[src/rtl/out_expected_ram.sv]
// Depth-entry word memory: one synchronous write port, one combinational read port.
// Addresses at or beyond Depth are ignored on write and read back as zero.
module out_expected_ram #(
  parameter int Width     = 12,
  parameter int Depth     = 1,
  parameter int AddrWidth = 1
) (
  input  logic                 clock,
  input  logic                 we,
  input  logic [AddrWidth-1:0] waddr,
  input  logic [Width-1:0]     wdata,
  input  logic [AddrWidth-1:0] raddr,
  output logic [Width-1:0]     rdata
);

  localparam int IdxWidth = (Depth > 1) ? $clog2(Depth) : 1;

  logic [Width-1:0] mem [Depth];

  always_ff @(posedge clock) begin
    if (we && (32'(waddr) < Depth)) begin
      mem[waddr[IdxWidth-1:0]] <= wdata;
    end
  end

  assign rdata = (32'(raddr) < Depth) ? mem[raddr[IdxWidth-1:0]] : '0;

endmodule

[config.mk]
export PLATFORM = sky130hd
export DESIGN_NAME = out_expected_ram
export DESIGN_NICKNAME = d
export VERILOG_FILES = /design/src/rtl/out_expected_ram.sv
export SDC_FILE = /design/constraint.sdc
export NUM_CORES = 1
export LEC_CHECK = 0
export CAP_MARGIN = 20
export CORE_AREA = 2 2 39 41
export DETAILED_ROUTE_END_ITERATION = 16
export DIE_AREA = 0 0 41 43
export DONT_BUFFER_PORTS = 1
export GPL_ROUTABILITY_DRIVEN = 0
export PLACE_DENSITY = 0.5
export SYNTH_ARGS = -nofsm -noshare
export SYNTH_HDL_FRONTEND = slang
export SYNTH_SLANG_ARGS = --single-unit
[constraint.sdc]
create_clock -name clock -period 1.5 [get_ports clock]
set_input_delay 0.3 -clock clock [delete_from_list [all_inputs] [get_ports clock]]
set_output_delay 0.3 -clock clock [all_outputs]
set_load 0.005 [all_outputs]
## Word-level counts from Yosys, hierarchy flattened

Memories as Yosys holds them, arrays and structs flattened.
Cells that the tools add are included.

- Register bits after elaboration: 0
- RAM bits: 12
- Bits of input ports: 16
- Logic and storage cells: 7
- Memories kept: 1

Memories:

| name | words | width | read ports | clocked after memory_dff | write ports | line | source |
|---|---|---|---|---|---|---|---|
| mem | 1 | 12 | 1 | 0 | 1 | 18 | `logic [Width-1:0] mem [Depth];` |

- $lt $le $gt $ge: 2
- Multiplexer cells: 3
- Reductions and logical operators: 1

Operators by type and width:

| kind | count |
|---|---|
| $mux 12 | 1 |
| $lt 1x1->1 const B | 2 |
| $mux 1 | 2 |
| $logic_and 1x1->1 | 1 |

## Depth between registers and ports, before layout

Gate-level depths: netlist (run 1).

- Word-level depth: 4
- Mapped depth: 2
- Mapped depth without buffers: 1

## Worst setup path after synthesis (run 1)

No wires, ideal clock.

- Path type: input port to flip-flop
- From: in we
- To: mem mem[0][0] (enable)
- Setup time: 0.382 ns
- Arrival: 0.893 ns
- Required time: 1.118 ns
- Path slack: 0.225 ns
- Stages: 1
- Buffers on the path: 0
- Path through: nor2b_1

- Word-level cells in the longest chain between the ends: 3

Ends and longest elaborated chain:

| element | line | source |
|---|---|---|
| from (decl) | 9 | `input logic we,` |
| $logic_and 1x1->1 | 21 | `if (we && (32'(waddr) < Depth)) begin` |
| $mux 1 | 21 |  |
| $mux 1 (not written as such) | 22 | `mem[waddr[IdxWidth-1:0]] <= wdata;` |
| to (decl) | 18 |  |

Every way passes these cells.

## Worst setup path in the final report (run 1)

- From: mem mem[0][10]
- To: out rdata[10]

- Word-level cells in the longest chain between the ends: 2

Ends and longest elaborated chain:

| element | line | source |
|---|---|---|
| $mem_v2 1x12 | - |  |
| $mux 12 | 26 | `assign rdata = (32'(raddr) < Depth) ? mem[raddr[IdxWidth-1:0]] : '0;` |
| to (decl) | 13 | `output logic [Width-1:0] rdata` |

Every way passes these cells.

==> flow_summary.ini, run 1 <==
[die]
core_um2 = 1380
dieHeight_um = 43
initial_core_util_pct = 35.6
boundaryPins = 28
die_w_um = 41
dieArea_um2 = 1760
std_cell_rows = 14

[routing]
via_count = 209
dr.pass1.iters = 2
wl_per_cell_um = 14.1
drtAntennaViolNets = 0
post-route-drc-count = 0
via_per_inst = 4.54
drt_iter0_drc = 1
drt_wl_total_um = 647

[layout]
diodes = 0
nFillCells = 135
area_delta_synth_final_pct = 8.63
layout-drive-gt1-share_pct = 53.3
multi_input_area_um2 = 121
largest_register_ffs = 12
final_area_um2 = 536
nets = 47
seq_area_um2 = 360

[clocking]
cts-resized-gates = 0
clk_path_buf_depth = 2
cts.clk_slew.worst_paths_ps = 70
cts.sink_count = 12
cts_tree = done
post_cts_buffers = 0
cts_root_buffer = clkbuf_4
hold_buffers = 0
cts_buffers = 3
htree_levels = 1

[hold_path]
worstHoldPathCells = 0
hp-class = input pin to flip-flop

[pwr]
p_switching_mw = 0.112
powerDensity_nw_per_um2 = 1160
combPwrFrac_pct = 5.7
p_leak_nw = 0.186
ir_drop_v = 0.000531
sw_frac_of_total_pct = 18.0
seq_power_share_pct = 64.0
clock_power_share_pct = 30.2
p_int_mw = 0.510

[synth]
synthDominantCellAreaShare_pct = 73.1
netlist_area_um2 = 493
synth_area_leaders = edfxtp_1 73%, nor2b_2 14%, nor2b_4 5.6%
ys_warn_count = 0
synth_top_area_cell = edfxtp_1
synth_cells = 26
synthesis.nets = 42
synth-seq-area-share_pct = 73.1
yosysUniqueCellTypes = 6
syn_avg_cell_area_um2 = 19.0
synth-seq-cells = 12

[timing]
finalSetupTns_ps = 0
finalSetupViolCount = 0
period_minus_slack_ps = 1120
max_freq_mhz = 894
rsz0062_at_grt = no
relSlewSlack_pct = 90.2
finalHoldViolations = 0
worst_slew_pin_slew_ps = 147
period_share_pct = 74.6
final_max_slew_viol_count = 0

[critical_path]
cp_max_fo = 1
path_delay_family = flip-flops
worstSetupEndpointType = output port
slowest_stage = edfxtp_1
max_stage_delay_ps = 360
arrival_ps = 820
startpoint_type = flip-flop
crit_buf_inv = 0
cp.depth = 1
crit_required_ps = 1200
criticalPathCategory = flip-flop to output port
crit_path_cell_trace = and2b_2

[place]
port_buffers = 0
postPlaceCellArea_um2 = 509

[global_route]
grt_overflow = 0
antenna_found_initial = 0
grt_max_degree = 13
grt_first_pass_wirelength_um = 848
grt_pass1_vias = 207
grt_usage_pct = 7.72

[job]
drv_cap = 0

[run_status]
outcome = complete, no violations
## synth_stat cells, drive strengths merged
master / number
edfxtp: 12
nor2b: 11
and2b: 2
buf: 1
## logic make-up after synthesis
logic type    after synthesis  share of synthesized area (%)
buf+inv                     1                           2.28
flops                      12                           73.1
simple gates               13                           24.6
## power groups by stage
stage	logic (mW)	registers (mW)	clock network (mW)
floorplan	0.0386	0.404	0
global placement	0.0365	0.405	0
detailed placement	0.0362	0.406	0
CTS	0.0363	0.399	0.200
global route	0.0391	0.400	0.218
finish	0.0357	0.398	0.188
## routing by layer
| layer | vias up | wire length, um | GRT usage [%] |
|---|---|---|---|
| met5 | - | 0 | 0 |
| met4 | 0 | 0 | 6.00 |
| met3 | 0 | 75 | 1.57 |
| met2 | 15 | 340 | 12.5 |
| met1 | 95 | 231 | 8.04 |
| li1 | 99 | - | - |
## final cells by class
class	instances	area share, %
clock inverter	1	0.701
multi-input combinational	13	22.7
clock buffer	3	4.21
tap	16	3.74
sequential	12	67.3
timing repair buffer	1	1.40
## placed cells by master, fill, tap and decap left out, drive strengths merged
cell type  instances
and2b              2
buf                1
clkbuf             3
clkinv             1
edfxtp            12
nor2b             11
## through the flow
step	utilization (%)	hold slack [ps]	power, mW	cells	setup WS [ps]
global route	38.7	106	0.657	46	325
floorplan	-	399	0.443	26	225
global placement	36.8	399	0.441	42	583
finish	38.7	133	0.622	46	381
CTS	38.7	121	0.635	46	362
detailed placement	36.8	399	0.442	42	577
## final timing paths
path,start,to
setup / recovery,mem[0][10],rdata[10]
hold / removal,wdata[7],mem[0][7]
Power figures use the tool's default switching activity.
==> run 2, diff against run 1 <==
--- a/config.mk
+++ b/config.mk
@@ -11,7 +11,7 @@
 export DIE_AREA = 0 0 41 43
 export DONT_BUFFER_PORTS = 1
 export GPL_ROUTABILITY_DRIVEN = 0
-export PLACE_DENSITY = 0.5
+export PLACE_DENSITY = 0.52
 export SYNTH_ARGS = -nofsm -noshare
 export SYNTH_HDL_FRONTEND = slang
 export SYNTH_SLANG_ARGS = --single-unit
==> constraint.sdc (replaced) <==
create_clock -name clock -period 0.9 [get_ports clock]
set_input_delay 0.18 -clock clock [delete_from_list [all_inputs] [get_ports clock]]
set_output_delay 0.18 -clock clock [all_outputs]
set_load 0.005 [all_outputs]
==> run 2 against run 1 <==
Compared with the run above:
- the run now ends with negative setup slack left
- cell area up 29%
- worst setup slack worse by 470 ps
- combinational power rose to 3.2 times the previous value
- die area unchanged
- clock-buffer cell count unchanged
- clock power up 62%
==> flow_summary.ini, run 2 (synthesis gave the netlist of run 1 again) <==
[place]
port_buffers = 0
pre_cts_slack_ps = 54.6
hpwl_um = 466

[global_route]
global_route.usage.met1_pct = 7.22
use_met2_pct = 13.1
grt_overflow = 0
grt_max_degree = 13
busiest_layer = met2
antenna_found_initial = 0
grt_usage_pct = 8.09
grtUsageMet3_pct = 3.66
grt_first_pass_wirelength_um = 869
grt_pass1_vias = 210

[layout]
nFillCells = 132
final_cell_mix = 12 x dlygate4sd3_1, 12 x edfxtp_1, 11 x nor2b_4
final_util_pct = 50.0
largest_register_ffs = 12
area_delta_synth_final_pct = 40.4
layout-drive-gt1-share_pct = 40.0
seq_area_um2 = 360
nets = 58
diodes = 0
multi_input_area_um2 = 169

[routing]
via_count = 252
drtAntennaViolNets = 0
via_per_inst = 4.50
post-route-drc-count = 0
drt_iter0_drc = 0
wl_per_cell_um = 12.8
dr.pass1.iters = 1
drt_wl_total_um = 717

[die]
core_um2 = 1380
std_cell_rows = 14
boundaryPins = 28
dieArea_um2 = 1760
die_w_um = 41
initial_core_util_pct = 35.6
dieHeight_um = 43

[hold_path]
worstHoldPathCells = 1
hp-class = input pin to flip-flop
holdCritStartpoint = waddr
min_to = mem[0][1]

[timing]
finalSetupViolCount = 12
max_freq_mhz = 1010
layout_setup_ws_ps = -93.7
rsz0062_at_grt = yes
relSlewSlack_pct = 78.3
period_minus_slack_ps = 994
period_share_pct = 110
worst_slew_pin_slew_ps = 325
finalHoldViolations = 0
final_max_slew_viol_count = 0
whs_ps = 150

[clocking]
cts.clk_slew.worst_paths_ps = 70
cts_root_buffer = clkbuf_4
htree_levels = 1
cts.sink_count = 12
cts_buffers = 3
clk_path_buf_depth = 2
cts_tree = done

[critical_path]
arrival_ps = 810
path_delay_family = flip-flops
criticalPathCategory = flip-flop to output port
max_stage_delay_ps = 360
startpoint_type = flip-flop
crit_required_ps = 720
cp_max_fo = 1
slowest_stage = edfxtp_1
crit_buf_inv = 0
worstSetupEndpointType = output port
crit_path_cell_trace = and2b_2

[job]
drv_cap = 0

[pwr]
ir_drop_v = 0.00103
p_leak_nw = 0.266
powerDensity_nw_per_um2 = 1570

[run_status]
violations = negative setup slack
outcome = finished with violations
-- run 2: area by class of cell --
class                   instances  area share (%)
multi-input cells              13            24.4
repair buffers                 12            17.4
flip-flops and latches         12            52.1
well taps                      16            2.89
clock buffers                   3            3.25
-- run 2: per-layer routing --
metal | wire length [um] | share of wire, %
met2 | 416 | 58
met5 | 0 | 0
met4 | 0 | 0
met1 | 225 | 31
met3 | 75 | 10
-- run 2: repair_timing --
item | in CTS | in global routing
resized for setup | 8 | 0
setup buffers | 0 | 0
setup endpoints to repair | 12 | 12
endpoints found under the hold margin | 0 | 12
hold buffers | 0 | 12
-- run 2: stage by stage --
stage / TNS (ps) / instance area, um^2 / total power, mW / instances
floorplan: 0 / 500 / 0.740 / 26
global route: -1040 / 692 / 1.13 / 56
global placement: 0 / 509 / 0.735 / 41
finish: -535 / 692 / 1.08 / 56
CTS: -717 / 572 / 1.06 / 44
detailed placement: 0 / 509 / 0.736 / 41
-- run 2: power by group --
group	switching (mW)	internal [mW]	leakage [nW]
sequential	0.00876	0.656	0.113
combinational	0.0305	0.0847	0.140
clock	0.150	0.154	0.0138
total	0.189	0.895	0.266
-- run 2: how the worst max path moves through the flow --
stage               startpoint        end  slack (ps)  cells after the start
CTS                 mem[0][10]  rdata[10]        -120                      1
detailed placement          we  mem[0][4]          50                      1
floorplan                   we  mem[0][0]         130                      1
global route        mem[0][10]  rdata[10]        -160                      1
finish              mem[0][10]  rdata[10]         -90                      1
global placement            we  mem[0][8]          70                      1
